[config.mk]
export PLATFORM = sky130hd
export DESIGN_NAME = fir_seq_ctrl
export DESIGN_NICKNAME = d
export VERILOG_FILES = /design/src/rtl/fir_seq_ctrl.sv
export SDC_FILE = /design/constraint.sdc
export NUM_CORES = 1
export LEC_CHECK = 0
export BUFFER_PORTS_ARGS = -buffer_cell sky130_fd_sc_hd__clkbuf_2
export CAP_MARGIN = 20
export CORE_AREA = 4 4 41 43
export CTS_BUF_LIST = sky130_fd_sc_hd__clkbuf_16
export DETAILED_ROUTE_END_ITERATION = 16
export DIE_AREA = 0 0 45 47
export GPL_TIMING_DRIVEN = 0
export PLACE_DENSITY = 0.57
export SYNTH_ARGS = -nofsm -noshare
export SYNTH_HDL_FRONTEND = slang
export SYNTH_SLANG_ARGS = --single-unit
[constraint.sdc]
create_clock -name clk -period 1.6 [get_ports clk]
set_input_delay 0.24 -clock clk [delete_from_list [all_inputs] [get_ports clk]]
set_output_delay 0.24 -clock clk [all_outputs]
set_load 0.1 [all_outputs]
[src/rtl/fir_seq_ctrl.sv]
// Sequencer for a single-MAC FIR: accepts one sample, steps the shared MAC over
// all taps, loads the output register and holds the result until consumed.
// Optional handshake counter enabled by defining FIR_CTRL_STATS_EN.
module fir_seq_ctrl #(
  parameter int unsigned TAPS   = 3,
  parameter int unsigned ADDR_W = 2
) (
  input  logic              clk,
  input  logic              rst,
  input  logic              start,
  input  logic              stop,
  input  logic              in_valid,
  output logic              in_ready,
  output logic              ld_reg,
  output logic [ADDR_W-1:0] tap_idx,
  output logic              mac_clr,
  output logic              mac_en,
  output logic              ld_out,
  output logic              out_valid,
  input  logic              out_ready,
  output logic              busy,
  output logic              done
`ifdef FIR_CTRL_STATS_EN
  ,
  output logic [15:0]       out_count
`endif
);

  typedef enum logic [2:0] {
    StIdle,
    StWaitIn,
    StMac,
    StLoad,
    StOut,
    StFinish
  } state_e;

  localparam logic [ADDR_W-1:0] LastTap = ADDR_W'(TAPS - 1);

  state_e            state_q, state_d;
  logic [ADDR_W-1:0] tap_q, tap_d;
  logic              stop_pend_q, stop_pend_d;

  always_ff @(posedge clk) begin
    if (rst) begin
      state_q     <= StIdle;
      tap_q       <= '0;
      stop_pend_q <= 1'b0;
    end else begin
      state_q     <= state_d;
      tap_q       <= tap_d;
      stop_pend_q <= stop_pend_d;
    end
  end

  always_comb begin
    state_d     = state_q;
    tap_d       = '0;
    stop_pend_d = stop_pend_q | (stop & (state_q != StIdle));
    in_ready    = 1'b0;
    ld_reg      = 1'b0;
    mac_clr     = 1'b0;
    mac_en      = 1'b0;
    ld_out      = 1'b0;
    out_valid   = 1'b0;
    done        = 1'b0;
    busy        = (state_q != StIdle);

    unique case (state_q)
      StIdle: begin
        if (start) state_d = StWaitIn;
      end
      StWaitIn: begin
        in_ready = 1'b1;
        if (in_valid) begin
          // A sample arriving with stop is still processed; stop stays pending.
          ld_reg  = 1'b1;
          state_d = StMac;
        end else if (stop || stop_pend_q) begin
          state_d = StFinish;
        end
      end
      StMac: begin
        mac_en  = 1'b1;
        mac_clr = (tap_q == '0);
        if (tap_q == LastTap) begin
          state_d = StLoad;
        end else begin
          tap_d = tap_q + ADDR_W'(1);
        end
      end
      StLoad: begin
        ld_out  = 1'b1;
        state_d = StOut;
      end
      StOut: begin
        out_valid = 1'b1;
        if (out_ready) state_d = (stop || stop_pend_q) ? StFinish : StWaitIn;
      end
      StFinish: begin
        done        = 1'b1;
        stop_pend_d = 1'b0;
        state_d     = StIdle;
      end
      default: begin
        state_d = StIdle;
      end
    endcase
  end

  assign tap_idx = tap_q;

`ifdef FIR_CTRL_STATS_EN
  logic [15:0] count_q, count_d;

  always_comb begin
    count_d = count_q;
    if (state_q == StIdle && start) begin
      count_d = '0;
    end else if (state_q == StOut && out_ready && count_q != 16'hFFFF) begin
      count_d = count_q + 16'd1;
    end
  end

  always_ff @(posedge clk) begin
    if (rst) count_q <= '0;
    else     count_q <= count_d;
  end

  assign out_count = count_q;
`endif

endmodule

**Word level (Yosys, flattened, before mapping)**

Cells that the tools add are included.
W data, S select, Z words.

- Register bits after elaboration: 6
- Output and inout port bits: 10
- Logic and storage cells: 39

- Add/sub/neg operators: 1
- Eq/ne operators: 10
- Muxes and demuxes: 15
- Bitwise gates (word level): 3
- Reduce and logical (&&, ||, !) cells: 7

Operator list:

| cell | number |
|---|---|
| $mux W3 | 6 |
| $pmux W3 S5 | 1 |
| $mux W1 | 8 |
| $eq A3 B2 Y1 const B | 2 |
| $eq A3 B3 Y1 const B | 2 |
| $ne A2 B2 Y1 const B | 3 |
| $reduce_and A4 Y1 | 1 |
| $eq A3 B1 Y1 const B | 1 |
| $logic_not A3 Y1 | 1 |
| $ne A3 B3 Y1 const B | 1 |
| $reduce_bool A3 Y1 | 1 |
| $reduce_or A3 Y1 | 1 |
| $add A2 B1 Y2 const B | 1 |
| $eq A2 B2 Y1 const B | 1 |
| $logic_not A2 Y1 | 1 |
| $reduce_or A2 Y1 | 1 |
| $and A1 B1 Y1 | 1 |
| $logic_or A1 B1 Y1 | 1 |
| $not A1 Y1 | 1 |
| $or A1 B1 Y1 | 1 |

**Depth between registers and ports, before layout**

Gate-level depths: netlist (run 1).

- Word-level depth: 4
- Gate-level depth with buffers: 6
- Depth with buffers taken out: 6

**Worst setup path before layout (run 1)**

OpenSTA, ideal clock, no wires.

- Kind: register -> register
- Start point: register state_q[2]
- End point: register stop_pend_q
- Setup time: 0.242 ns
- Arrival time: 2.841 ns
- Required time: 1.358 ns
- Setup slack: -1.483 ns
- Stages on the path, launching flop included: 4
- Cell sequence: dfxtp_1 inv_1 nor3b_1 nor3_1

- Cells in the longest elaborated chain, start to end: 3
- Elaborated cells between the ends (all ways): 5

Ends and longest elaborated chain:

| item | line | RTL |
|---|---|---|
| from (decl) | 40 | `state_e state_q, state_d;` |
| from (signal assigned) | 46 | `state_q <= StIdle;` |
| from (signal assigned) | 50 | `state_q <= state_d;` |
| $reduce_bool A3 Y1 | 59 | `stop_pend_d = stop_pend_q \| (stop & (state_q != StIdle));` |
| $and A1 B1 Y1 | 59 |  |
| $or A1 B1 Y1 | 59 |  |
| to (signal assigned) | 52 | `stop_pend_q <= stop_pend_d;` |
| to (decl) | 42 | `logic stop_pend_q, stop_pend_d;` |

Several ways; a longest one is shown, not always the timed one.
A chain may end at the register's enable or synchronous reset.

**Final worst setup path (run 1)**

- Start point: register state_q[1]
- End point: output port ld_reg

- Cells in the longest elaborated chain, start to end: 2

Ends and longest elaborated chain:

| item | line | RTL |
|---|---|---|
| $eq A3 B1 Y1 | 69 | `unique case (state_q)` |
| $mux W1 | 69 |  |
| to (decl) | 14 | `output logic ld_reg,` |

Every way passes these cells.

==> key figures, run 1 <==
Flow run
  – Count of maximum capacitance violations: 0

Layout
  – Layout overhead on the synthesized area: 69.06%
  – Layout Cell Area excl Fill: approximately 650 um2
  – Diodes inserted: 0
  – Number of nets in the final layout: 74
  – Share of cells above drive strength 1: 51.56%
  – Utilization after layout: 49.90%

Logic synthesis
  – Number of instances in the synthesized netlist: 45
  – Mean cell area of the mapped netlist: about 8.5 um2
  – Fraction of post-synthesis cell area in the top cell type by area: a little under a third
  – Post-synthesis cell type with the largest combined area: sky130_fd_sc_hd__dfxtp_1
  – Proportion of register bits with asynchronous set or reset after synthesis: 0%
  – Largest cells by area after synthesis: sky130_fd_sc_hd__dfxtp_1 (31%), sky130_fd_sc_hd__ha_1 (6.5%), sky130_fd_sc_hd__and3_1 (4.9%)
  – Number of storage elements in the synthesis netlist: 6
  – Number of flops mapped to enable cells by yosys: 0
  – Post-synthesis sequential area ratio: around 31%
  – Most frequently used cell type in the post-synthesis netlist: sky130_fd_sc_hd__dfxtp_1
  – Post-synth design cell area: approximately 380 um2
  – Syn_nets: 53
  – Flip-flop cell with the highest count after synthesis: sky130_fd_sc_hd__dfxtp_1
  – Synth top cells by count: sky130_fd_sc_hd__dfxtp_1 (6), sky130_fd_sc_hd__inv_1 (5), sky130_fd_sc_hd__nor2_1 (4)
  – Synthesis Warnings: 0
  – Number of distinct library cells after synthesis: 25

Pwr
  – Part of the total power dissipated in the clock network: about two fifths
  – Total net switching power: roughly 420 uW
  – Internal power: about 620 uW
  – Switch share: 40.32%
  – Logic gate share of total power: a little over two fifths
  – Total leakage power: approximately 0.00028 uW
  – Sequential share of power: a little under a fifth
  – IR drop worst, VDD: roughly 0.76 mV
  – Pwr dens: roughly 1600 nW/um2

Worst setup path
  – Reg2reg path depth: 5
  – Crit path buf inv count: 2
  – Cell-by-cell trace of the critical path: buf_6 > nor3b_4 > and2_4 > clkbuf_8
  – Total number of cells along the worst setup path: 4
  – Data arrival, critical path: 1.32 ns
  – CP max FO: 10
  – Required time at the worst-slack endpoint: 1.36 ns
  – CP top delay family: simple AND/OR/NAND/NOR gates
  – Crit end category: output pin
  – Master of the slowest instance on the critical path: sky130_fd_sc_hd__dfxtp_1
  – Setup slack on the worst flop-to-flop path: about 0.30 ns
  – Worst setup path category: reg2out
  – Crit path launch type: flip-flop
  – Biggest cell delay along the critical path: roughly 0.3 ns

Status
  – Outcome: finished, final reports clean

Timing
  – Post-route clock skew: ~0.0019 ns
  – Number of slew-limit violations in the final report: 0
  – Least setup slack across all paths after layout: between 0.03 and 0.04 ns
  – Final-report setup violation count: 0
  – Fmax achieved: around 640 MHz
  – Tightest hold margin: about 0.26 ns
  – Min cycle time layout: 1.561 ns
  – Part of the cycle the worst path needs: between 90 and 100%
  – Hold violation total from the final report: 0
  – Relative slew slack: 64.03%
  – Actual slew at the worst max-slew pin: between 0.5 and 0.6 ns

Clock network
  – CTS root buffer: sky130_fd_sc_hd__clkbuf_16
  – Level count of the clock H-tree: 1
  – Clk Latency, worst-skew pair: ~0.23 ns
  – Clock tree from TritonCTS: done
  – Cts bufs inserted: 3
  – Clock Path Buffers: 2
  – Clock slew seen by the registers of the worst setup and hold paths: 0.03 ns
  – Clock net sink count: 6

Die
  – Effective utilization at floorplan: between 20 and 30%
  – Die area: ~2100 um2
  – Std-Cell Rows: 13
  – Width of the die: between 40 and 50 um
  – # IOs: 16
  – Area of the core region: ~1300 um2
  – Die Span Y: 47 um

Placed design
  – Worst setup slack after placement: 0.04014 ns
  – Final weighted congestion in routability-driven placement: between 0.7 and 0.8
  – Placed inst area: about 520 um2
  – DP Wirelength: roughly 640 um
  – PortBufs: 15

Routing
  – Detailed-route vias per instance: between 4 and 5
  – Number of DRC violations after detailed-routing iteration 0: 2
  – Final routed DRC violation total: 0
  – Final antenna-violating net count: 0
  – Routed WL per cell: about 12 um
  – Vias after detailed routing: 384
  – Number of search-and-repair iterations in the first detailed-routing pass: 4
  – Total wirelength of the detailed-routed design: 969 um

GRT
  – Pin count of the biggest net entering global routing: 11
  – Vias in the first global route: 350
  – Initial antenna violation count: 0
  – Global route total overflow: 0
  – GR Util All Layers: 11.32%
  – Global-route wire length before repair: around 1600 um

Min path
  – Hold Path Stages: 2
  – Classification of the worst-slack hold path: in2reg
==> worst register-to-register path, delay by kind of cell, from the launching register on <==
family,cells,cell delay [ns]
flops,1,0.31
buf+inv,1,0.07
compound gates,2,0.21
fa+ha+maj,1,0.23
simple gates,1,0.37
==> registers in the layout (all words and copies together), names as in the netlist <==
signal and count:
state_q 3, tap_idx 2, stop_pend_q 1
==> power by group through the flow <==
stage	clock network [uW]	registers (uW)	logic (uW)
after CTS	414	190	430
after global routing	423	194	464
after floorplan	0	195	347
final	408	190	444
after detailed placement	0	191	405
after global placement	0	191	406
==> logic make-up after synthesis <==
| kind of cell | share of synthesized area (%) |
|---|---|
| muxes | 2.606 |
| AOI/OAI and AO/OA | 16.94 |
| buffers and inverters | 9.120 |
| DFF | 31.27 |
| adders and majority gates | 6.514 |
| and+or+nand+nor | 33.55 |
==> path summary, 6_finish.rpt <==
path,from,endpoint
setup reg to reg,tap_idx[0]$_SDFF_PP0_,state_q[2]$_SDFFE_PP0P_
hold reg to reg,stop_pend_q$_SDFF_PP0_,stop_pend_q$_SDFF_PP0_
hold / removal,rst,state_q[2]$_SDFFE_PP0P_
setup / recovery,state_q[1]$_SDFFE_PP0P_,ld_reg
==> cell usage in the layout, fill, tap and decap left out, drive strengths merged, types with 2 or more instances in the layout <==
cell	n
clkbuf	16
dfxtp	6
inv	5
buf	5
nor2	4
nand2b	3
and3	3
nor3	3
nor3b	2
and2	2
a21oi	2
ha	2
==> layer usage <==
metal  routed length (um)  vias up  global-route usage [%]
met5                    0        -                       0
met4                   24        0                   8.772
met3                   67        3                   4.981
met2                  442       17                   15.54
met1                  435      165                   13.73
li1                     -      199                       -
==> through the flow <==
stage | power [uW] | TNS, ns | cells
2_1_floorplan | 541.2 | -1.136 | 45
3_3_place_gp | 597.3 | 0 | 75
3_5_place_dp | 595.6 | 0 | 75
4_1_cts | 1033 | 0 | 78
5_1_grt | 1081 | -0.00005362 | 79
6_report | 1042 | 0 | 79
==> timing repair <==
item                                    in CTS  in global routing
hold buffers                                 0                  0
gates resized for setup                     12                  5
buffers inserted                             0                  1
endpoints found under the setup margin       8                  4
pin swaps                                    0                  1
==> area by class of cell <==
cell class	count	area, um2
Buffer	2	18.77
Clock buffer	3	75.07
Fill cell	132	651.9
Inverter	5	18.77
Multi-Input combinational cell	32	265.3
Sequential cell	6	123.9
Tap cell	15	18.77
Timing Repair Buffer	16	128.9
Power figures use the tool's default switching activity.
==> run 2, diff against run 1 <==
==> constraint.sdc (replaced) <==
create_clock -name clk -period 1.5 [get_ports clk]
set_input_delay 0.225 -clock clk [delete_from_list [all_inputs] [get_ports clk]]
set_output_delay 0.225 -clock clk [all_outputs]
set_load 0.1 [all_outputs]
==> run 2 against run 1 <==
Net effect:
- sequential share of layout area decreased by 1.2 points
- critical path depth unchanged
- via count increased by 2.6%
- largest power group unchanged
- hold slack got worse by 0.011 ns
- sequential power increased by 9%
- critical path type unchanged
- highest routed layer unchanged
- setup slack got worse by 0.030 ns
- design area increased by 10%
==> key figures, run 2 (same netlist as run 1, synthesis figures left out) <==
Routing
  – Final antenna-violating net count: 0 (unchanged)
  – Routed WL per cell: 12.60 um (was 12.27 um)
  – Vias after detailed routing: 394 (was 384)
  – Final routed DRC violation total: 0 (unchanged)
  – Detailed-route vias per instance: 4.864 (was 4.861)
  – Number of DRC violations after detailed-routing iteration 0: 3 (was 2)
  – Total wirelength of the detailed-routed design: 1021 um (was 969 um)
  – Number of search-and-repair iterations in the first detailed-routing pass: 4 (unchanged)

Timing
  – Final-report setup violation count: 0 (unchanged)
  – Part of the cycle the worst path needs: roughly 99%
  – Relative slew slack: 64.10% (was 64.03%)
  – Min cycle time layout: 1.491 ns
  – Post-route clock skew: 0.002556 ns (was 0.001871 ns)
  – Hold violation total from the final report: 0 (unchanged)
  – RSZ-0062 raised after global routing: true
  – Number of slew-limit violations in the final report: 0 (unchanged)
  – Fmax achieved: roughly 670 MHz
  – Actual slew at the worst max-slew pin: 0.5408 ns (was 0.5419 ns)
  – Fin Setup TNS: 0 ns (unchanged)

Flow run
  – Count of maximum capacitance violations: 0 (unchanged)

Clock network
  – Clock tree from TritonCTS: done (unchanged)
  – Level count of the clock H-tree: 1 (unchanged)
  – Clock Path Buffers: 2 (unchanged)
  – Clock slew seen by the registers of the worst setup and hold paths: 0.04 ns (was 0.03 ns)
  – CTS root buffer: sky130_fd_sc_hd__clkbuf_16 (unchanged)
  – Clk Latency, worst-skew pair: 0.23 ns (about the same)
  – Cts bufs inserted: 3 (unchanged)
  – Clock net sink count: 6 (unchanged)

Layout
  – Share of cells above drive strength 1: 56.06% (was 51.56%)
  – Number of nets in the final layout: 76 (was 74)
  – Layout overhead on the synthesized area: 86.32% (was 69.06%)
  – Diodes inserted: 0 (unchanged)
  – Largest register by flop count: state_q (unchanged)
  – Number of flip-flops in the largest register: 3 (unchanged)
  – Leading cell type in the layout, fill and taps excluded: sky130_fd_sc_hd__clkbuf_2 (unchanged)
  – Leading cell types in the layout, fill and taps excluded: sky130_fd_sc_hd__clkbuf_2 (7), sky130_fd_sc_hd__clkbuf_16 (6), sky130_fd_sc_hd__inv_1 (4) (was sky130_fd_sc_hd__clkbuf_2 (7), sky130_fd_sc_hd__clkbuf_4 (5), sky130_fd_sc_hd__inv_1 (4))
  – Finished Layout Cells: 81 (was 79)

Min path
  – Hold Path Stages: 2 (unchanged)
  – Classification of the worst-slack hold path: in2reg (unchanged)

Pwr
  – Sequential share of power: 17.9% (was 18.2%)
  – Total net switching power: 454.3 uW (was 420.0 uW)
  – Part of the total power dissipated in the clock network: 37.3% (was 39.2%)
  – Switch share: 39.19% (was 40.32%)
  – IR drop worst, VDD: 0.8596 mV (was 0.7565 mV)
  – Total leakage power: 0.0003143 uW (was 0.0002838 uW)
  – Pwr dens: 1620 nW/um2 (was 1604 nW/um2)
  – Logic gate share of total power: 44.8% (was 42.6%)
  – Internal power: 704.9 uW (was 621.6 uW)

Placed design
  – Cell total after placement: 75 (unchanged)
  – DP Wirelength: 644.4 um (was 638.6 um)
  – Final weighted congestion in routability-driven placement: 0.7210 (was 0.7211)
  – PortBufs: 15 (unchanged)

Worst setup path
  – Required time at the worst-slack endpoint: 1.27 ns (was 1.36 ns)
  – Biggest cell delay along the critical path: 0.32 ns (was 0.30 ns)
  – Crit path launch type: flip-flop (unchanged)
  – CP max FO: 5 (was 10)
  – Data arrival, critical path: 1.27 ns (was 1.32 ns)
  – Master of the slowest instance on the critical path: sky130_fd_sc_hd__dfxtp_2 (was sky130_fd_sc_hd__dfxtp_1)
  – Reg2reg path depth: 5 (unchanged)
  – Crit end category: output pin (unchanged)
  – Cell-by-cell trace of the critical path: buf_6 > nor3b_4 > and2_4 > clkbuf_16 (was buf_6 > nor3b_4 > and2_4 > clkbuf_8)
  – Worst setup path category: reg2out (unchanged)

GRT
  – GR Util All Layers: 12.74% (was 11.32%)
  – Global route total overflow: 0 (unchanged)
  – Pin count of the biggest net entering global routing: 11 (unchanged)
  – Global-route wire length before repair: 1780 um (was 1587 um)
  – Initial antenna violation count: 0 (unchanged)
  – Vias in the first global route: 381 (was 350)

Die
  – Std-Cell Rows: 13 (unchanged)
  – Area of the core region: 1301 um2 (unchanged)
  – Die Span Y: 47 um (unchanged)
  – Width of the die: 45 um (unchanged)
  – Die area: 2115 um2 (unchanged)
  – Effective utilization at floorplan: 29.52% (unchanged)
  – # IOs: 16 (unchanged)

Status
  – Outcome: finished, final reports clean (unchanged)
run 2: timing repair:
| item | 4_1_cts | 5_1_grt |
|---|---|---|
| hold buffers | 0 | 0 |
| pin swaps | 0 | 2 |
| cloned | 0 | 1 |
| gates resized for setup | 18 | 5 |
| buffers inserted | 0 | 2 |
| setup endpoints to repair | 8 | 6 |
run 2: per-stage QoR:
stage | area, um2 | utilization (%) | hold WS [ns] | power [uW] | worst slack (ns)
after global placement | 516.7 | 39.71 | 0.4881 | 638.5 | -0.04434
after CTS | 680.7 | 52.31 | 0.2452 | 1140 | -0.03325
after global routing | 715.7 | 55.00 | 0.2590 | 1217 | -0.05999
after floorplan | 422.9 | - | 0.2971 | 579.0 | -0.5306
after detailed placement | 516.7 | 39.71 | 0.4892 | 637.5 | -0.04382
final | 715.7 | 55.00 | 0.2480 | 1159 | 0.008566
run 2: path summary, 6_finish.rpt:
| check | end | slack, ns | from |
|---|---|---|---|
| worst min register to register | state_q[1]$_SDFFE_PP0P_ | 0.49 | state_q[2]$_SDFFE_PP0P_ |
| worst max register to register | state_q[2]$_SDFFE_PP0P_ | 0.23 | tap_idx[0]$_SDFF_PP0_ |
| worst min-delay path | state_q[2]$_SDFFE_PP0P_ | 0.25 | rst |
| worst max-delay path | ld_reg | 0.009 | state_q[1]$_SDFFE_PP0P_ |
run 2: cell type report:
| type | instances | area, um2 |
|---|---|---|
| Buffer | 2 | 22.52 |
| Tap cell | 15 | 18.77 |
| Timing Repair Buffer | 18 | 180.2 |
| Fill cell | 113 | 585.6 |
| Sequential cell | 6 | 127.6 |
| Inverter | 5 | 18.77 |
| Clock buffer | 3 | 75.07 |
| Multi-Input combinational cell | 32 | 272.8 |
run 2: power groups by stage:
stage                     Sequential, uW  Clock, uW  Combinational [uW]
after floorplan                      207          0                 371
after detailed placement             204          0                 434
after CTS                            203        440                 496
after global placement               203          0                 435
after global routing                 212        458                 547
final                                208        432                 519
run 2: critical path, delay by kind of cell (launching register included):
kind,cells,cell delay (ns)
flops,1,0.32
buf+inv,2,0.32
simple gates,2,0.40
run 2: per-layer routing:
metal	share of wire, %	GRT usage [%]	vias to the layer above
met4	3.9	14.04	0
met2	47	17.23	14
met1	43	15.07	171
met3	5.9	3.831	4
li1	-	-	205
met5	0	0	-
==> run 3, diff against run 2 <==
==> constraint.sdc (replaced) <==
create_clock -name clk -period 1.7 [get_ports clk]
set_input_delay 0.255 -clock clk [delete_from_list [all_inputs] [get_ports clk]]
set_output_delay 0.255 -clock clk [all_outputs]
set_load 0.1 [all_outputs]
==> run 3 against run 2 <==
Net effect:
- count of clock-buffer cells in the layout is the same
- hold slack improved by 0.034 ns
- final cell count is 3.7% lower
- clock power down 12%
- sequential share of layout area is 2.0 points higher
- design area down 14%
- first-iteration DRC count grew 67%
- critical endpoint is now ld_out
- highest routed layer is now met3
==> key figures, run 3 (same netlist as run 1, synthesis figures left out) <==
Status
  – Outcome: finished, final reports clean (unchanged)

Layout
  – Layout overhead on the synthesized area: 60.59% (was 86.32%)
  – FILL cells: 127 (was 113)
  – Leading cell type in the layout, fill and taps excluded: sky130_fd_sc_hd__clkbuf_2 (unchanged)
  – Diodes inserted: 0 (unchanged)
  – Share of cells above drive strength 1: 49.21% (was 56.06%)
  – Largest register by flop count: state_q (unchanged)
  – Finished Layout Cells: 78 (was 81)
  – Number of flip-flops in the largest register: 3 (unchanged)
  – Number of nets in the final layout: 73 (was 76)
  – Layout Cell Area excl Fill: 616.8 um2 (was 715.7 um2)
  – Leading cell types in the layout, fill and taps excluded: sky130_fd_sc_hd__clkbuf_2 (7), sky130_fd_sc_hd__inv_1 (4), sky130_fd_sc_hd__clkbuf_4 (4), sky130_fd_sc_hd__dfxtp_1 (4) (was sky130_fd_sc_hd__clkbuf_2 (7), sky130_fd_sc_hd__clkbuf_16 (6), sky130_fd_sc_hd__inv_1 (4))

Pwr
  – IR drop worst, VDD: 0.6680 mV (was 0.8596 mV)
  – Final total power: 953.6 uW (was 1159 uW)
  – Pwr dens: 1546 nW/um2 (was 1620 nW/um2)
  – Total leakage power: 0.0002741 uW (was 0.0003143 uW)

GRT
  – Global-route wire length before repair: 1435 um (was 1780 um)
  – Vias in the first global route: 338 (was 381)
  – Pin count of the biggest net entering global routing: 11 (unchanged)
  – GR Util All Layers: 9.660% (was 12.74%)
  – Global route total overflow: 0 (unchanged)
  – Initial antenna violation count: 0 (unchanged)

Die
  – # IOs: 16 (unchanged)
  – Effective utilization at floorplan: 29.52% (unchanged)
  – Die area: 2115 um2 (unchanged)
  – Std-Cell Rows: 13 (unchanged)
  – Die Span Y: 47 um (unchanged)
  – Width of the die: 45 um (unchanged)
  – Area of the core region: 1301 um2 (unchanged)

Routing
  – Routed WL per cell: 10.51 um (was 12.60 um)
  – Total wirelength of the detailed-routed design: 820 um (was 1021 um)
  – Number of search-and-repair iterations in the first detailed-routing pass: 4 (unchanged)
  – Detailed-route vias per instance: 4.679 (was 4.864)
  – Routed metal-1 wirelength: 409 um (was 441 um)
  – Vias after detailed routing: 365 (was 394)
  – Routed wire length on met3: 78 um (was 60 um)
  – Final antenna-violating net count: 0 (unchanged)
  – Final routed DRC violation total: 0 (unchanged)
  – Met2 wire len: 331 um (was 479 um)
  – Number of DRC violations after detailed-routing iteration 0: 5 (was 3)
  – Top layer used by detailed routing: met3 (was met4)

Timing
  – Final-report setup violation count: 0 (unchanged)
  – Number of slew-limit violations in the final report: 0 (unchanged)
  – Least setup slack across all paths after layout: 0.06957 ns (was 0.008566 ns)
  – Hold violation total from the final report: 0 (unchanged)
  – Min cycle time layout: around 1.6 ns
  – Actual slew at the worst max-slew pin: 0.5389 ns (was 0.5408 ns)
  – RSZ-0062 raised after global routing: false (was true)
  – Fmax achieved: between 600 and 700 MHz
  – Fin Setup TNS: 0 ns (unchanged)
  – Post-route clock skew: 0.0004915 ns (was 0.002556 ns)
  – Relative slew slack: 64.23% (was 64.10%)
  – Part of the cycle the worst path needs: a little over nine tenths

Clock network
  – Clock tree from TritonCTS: done (unchanged)
  – Level count of the clock H-tree: 1 (unchanged)
  – Clock net sink count: 6 (unchanged)
  – Clock slew seen by the registers of the worst setup and hold paths: 0.03 ns (was 0.04 ns)
  – Clock Path Buffers: 2 (unchanged)
  – Hold bufs inserted after CTS: 0 (unchanged)
  – Clk Latency, worst-skew pair: 0.23 ns (about the same)
  – CTS root buffer: sky130_fd_sc_hd__clkbuf_16 (unchanged)
  – Cts bufs inserted: 3 (unchanged)

Placed design
  – Cell total after placement: 75 (unchanged)
  – Worst setup slack after placement: 0.1209 ns (was -0.04382 ns)
  – Placed inst area: 516.7 um2 (unchanged)
  – Final weighted congestion in routability-driven placement: 0.7177 (was 0.7210)
  – PortBufs: 15 (unchanged)
  – DP Wirelength: 630.2 um (was 644.4 um)

Worst setup path
  – Crit end category: output pin (unchanged)
  – Most frequent CP cell: sky130_fd_sc_hd__buf_2
  – Data arrival, critical path: 1.38 ns (was 1.27 ns)
  – CP top delay family: buffers and inverters (was simple AND/OR/NAND/NOR gates)
  – Crit path buf inv count: 2 (unchanged)
  – Biggest cell delay along the critical path: 0.42 ns (was 0.32 ns)
  – Cell-by-cell trace of the critical path: buf_2 > and3_1 > buf_2 (was buf_6 > nor3b_4 > and2_4 > clkbuf_16)
  – Required time at the worst-slack endpoint: 1.44 ns (was 1.27 ns)
  – Crit path launch type: flip-flop (unchanged)
  – Worst setup path category: reg2out (unchanged)
  – CP max FO: 10 (was 5)
  – Master of the slowest instance on the critical path: sky130_fd_sc_hd__buf_2 (was sky130_fd_sc_hd__dfxtp_2)

Min path
  – Classification of the worst-slack hold path: in2reg (unchanged)

Flow run
  – Count of maximum capacitance violations: 0 (unchanged)
-- run 3: cell count changes in the layout (fill, tap and decap cells not counted), moves of 2 or more --
| cell | previous run | this run |
|---|---|---|
| sky130_fd_sc_hd__clkbuf_16 | 6 | 3 |
| sky130_fd_sc_hd__dfxtp_1 | 2 | 4 |
| sky130_fd_sc_hd__clkbuf_4 | 2 | 4 |
| sky130_fd_sc_hd__clkbuf_8 | 2 | 0 |
| sky130_fd_sc_hd__buf_4 | 3 | 1 |
-- run 3: repair_timing --
action / in CTS / in global routing
gates resized for setup: 5 / 10
setup buffers: 0 / 0
endpoints found under the setup margin: 5 / 6
-- run 3: stage by stage --
step / hold slack (ns) / utilization (%)
after floorplan: 0.3271 / -
after global placement: 0.5206 / 39.71
after detailed placement: 0.5198 / 39.71
after CTS: 0.2836 / 46.44
after global routing: 0.3007 / 47.40
final: 0.2824 / 47.40
-- run 3: path summary, 6_finish.rpt --
kind / end / startpoint / slack (ns) / cells past startpoint
max: ld_out / state_q[0]$_SDFFE_PP0P_ / 0.07 / 3
min: state_q[0]$_SDFFE_PP0P_ / rst / 0.28 / 2
max reg2reg: state_q[2]$_SDFFE_PP0P_ / state_q[2]$_SDFFE_PP0P_ / 0.42 / 4
min reg2reg: stop_pend_q$_SDFF_PP0_ / stop_pend_q$_SDFF_PP0_ / 0.54 / 2
-- run 3: report_power, final --
part	switching, uW	internal [uW]
clock	78.4	302
combinational	289	108
sequential	18.5	159
total	386	568
-- run 3: cell type report --
type                            count  area [um2]  share of cell area [%]
Buffer                              2       16.27                   2.637
Clock buffer                        3       75.07                   12.17
Inverter                            5       18.77                   3.043
Multi-Input combinational cell     32       265.3                   43.00
Sequential cell                     6       122.6                   19.88
Tap cell                           15       18.77                   3.043
Timing Repair Buffer               15       100.1                   16.23
-- run 3: routing by layer --
layer / vias to the layer above / GRT usage, %
met5: - / 0
met4: 0 / 5.263
met3: 0 / 4.598
met2: 12 / 13.28
met1: 158 / 12.36
li1: 195 / -
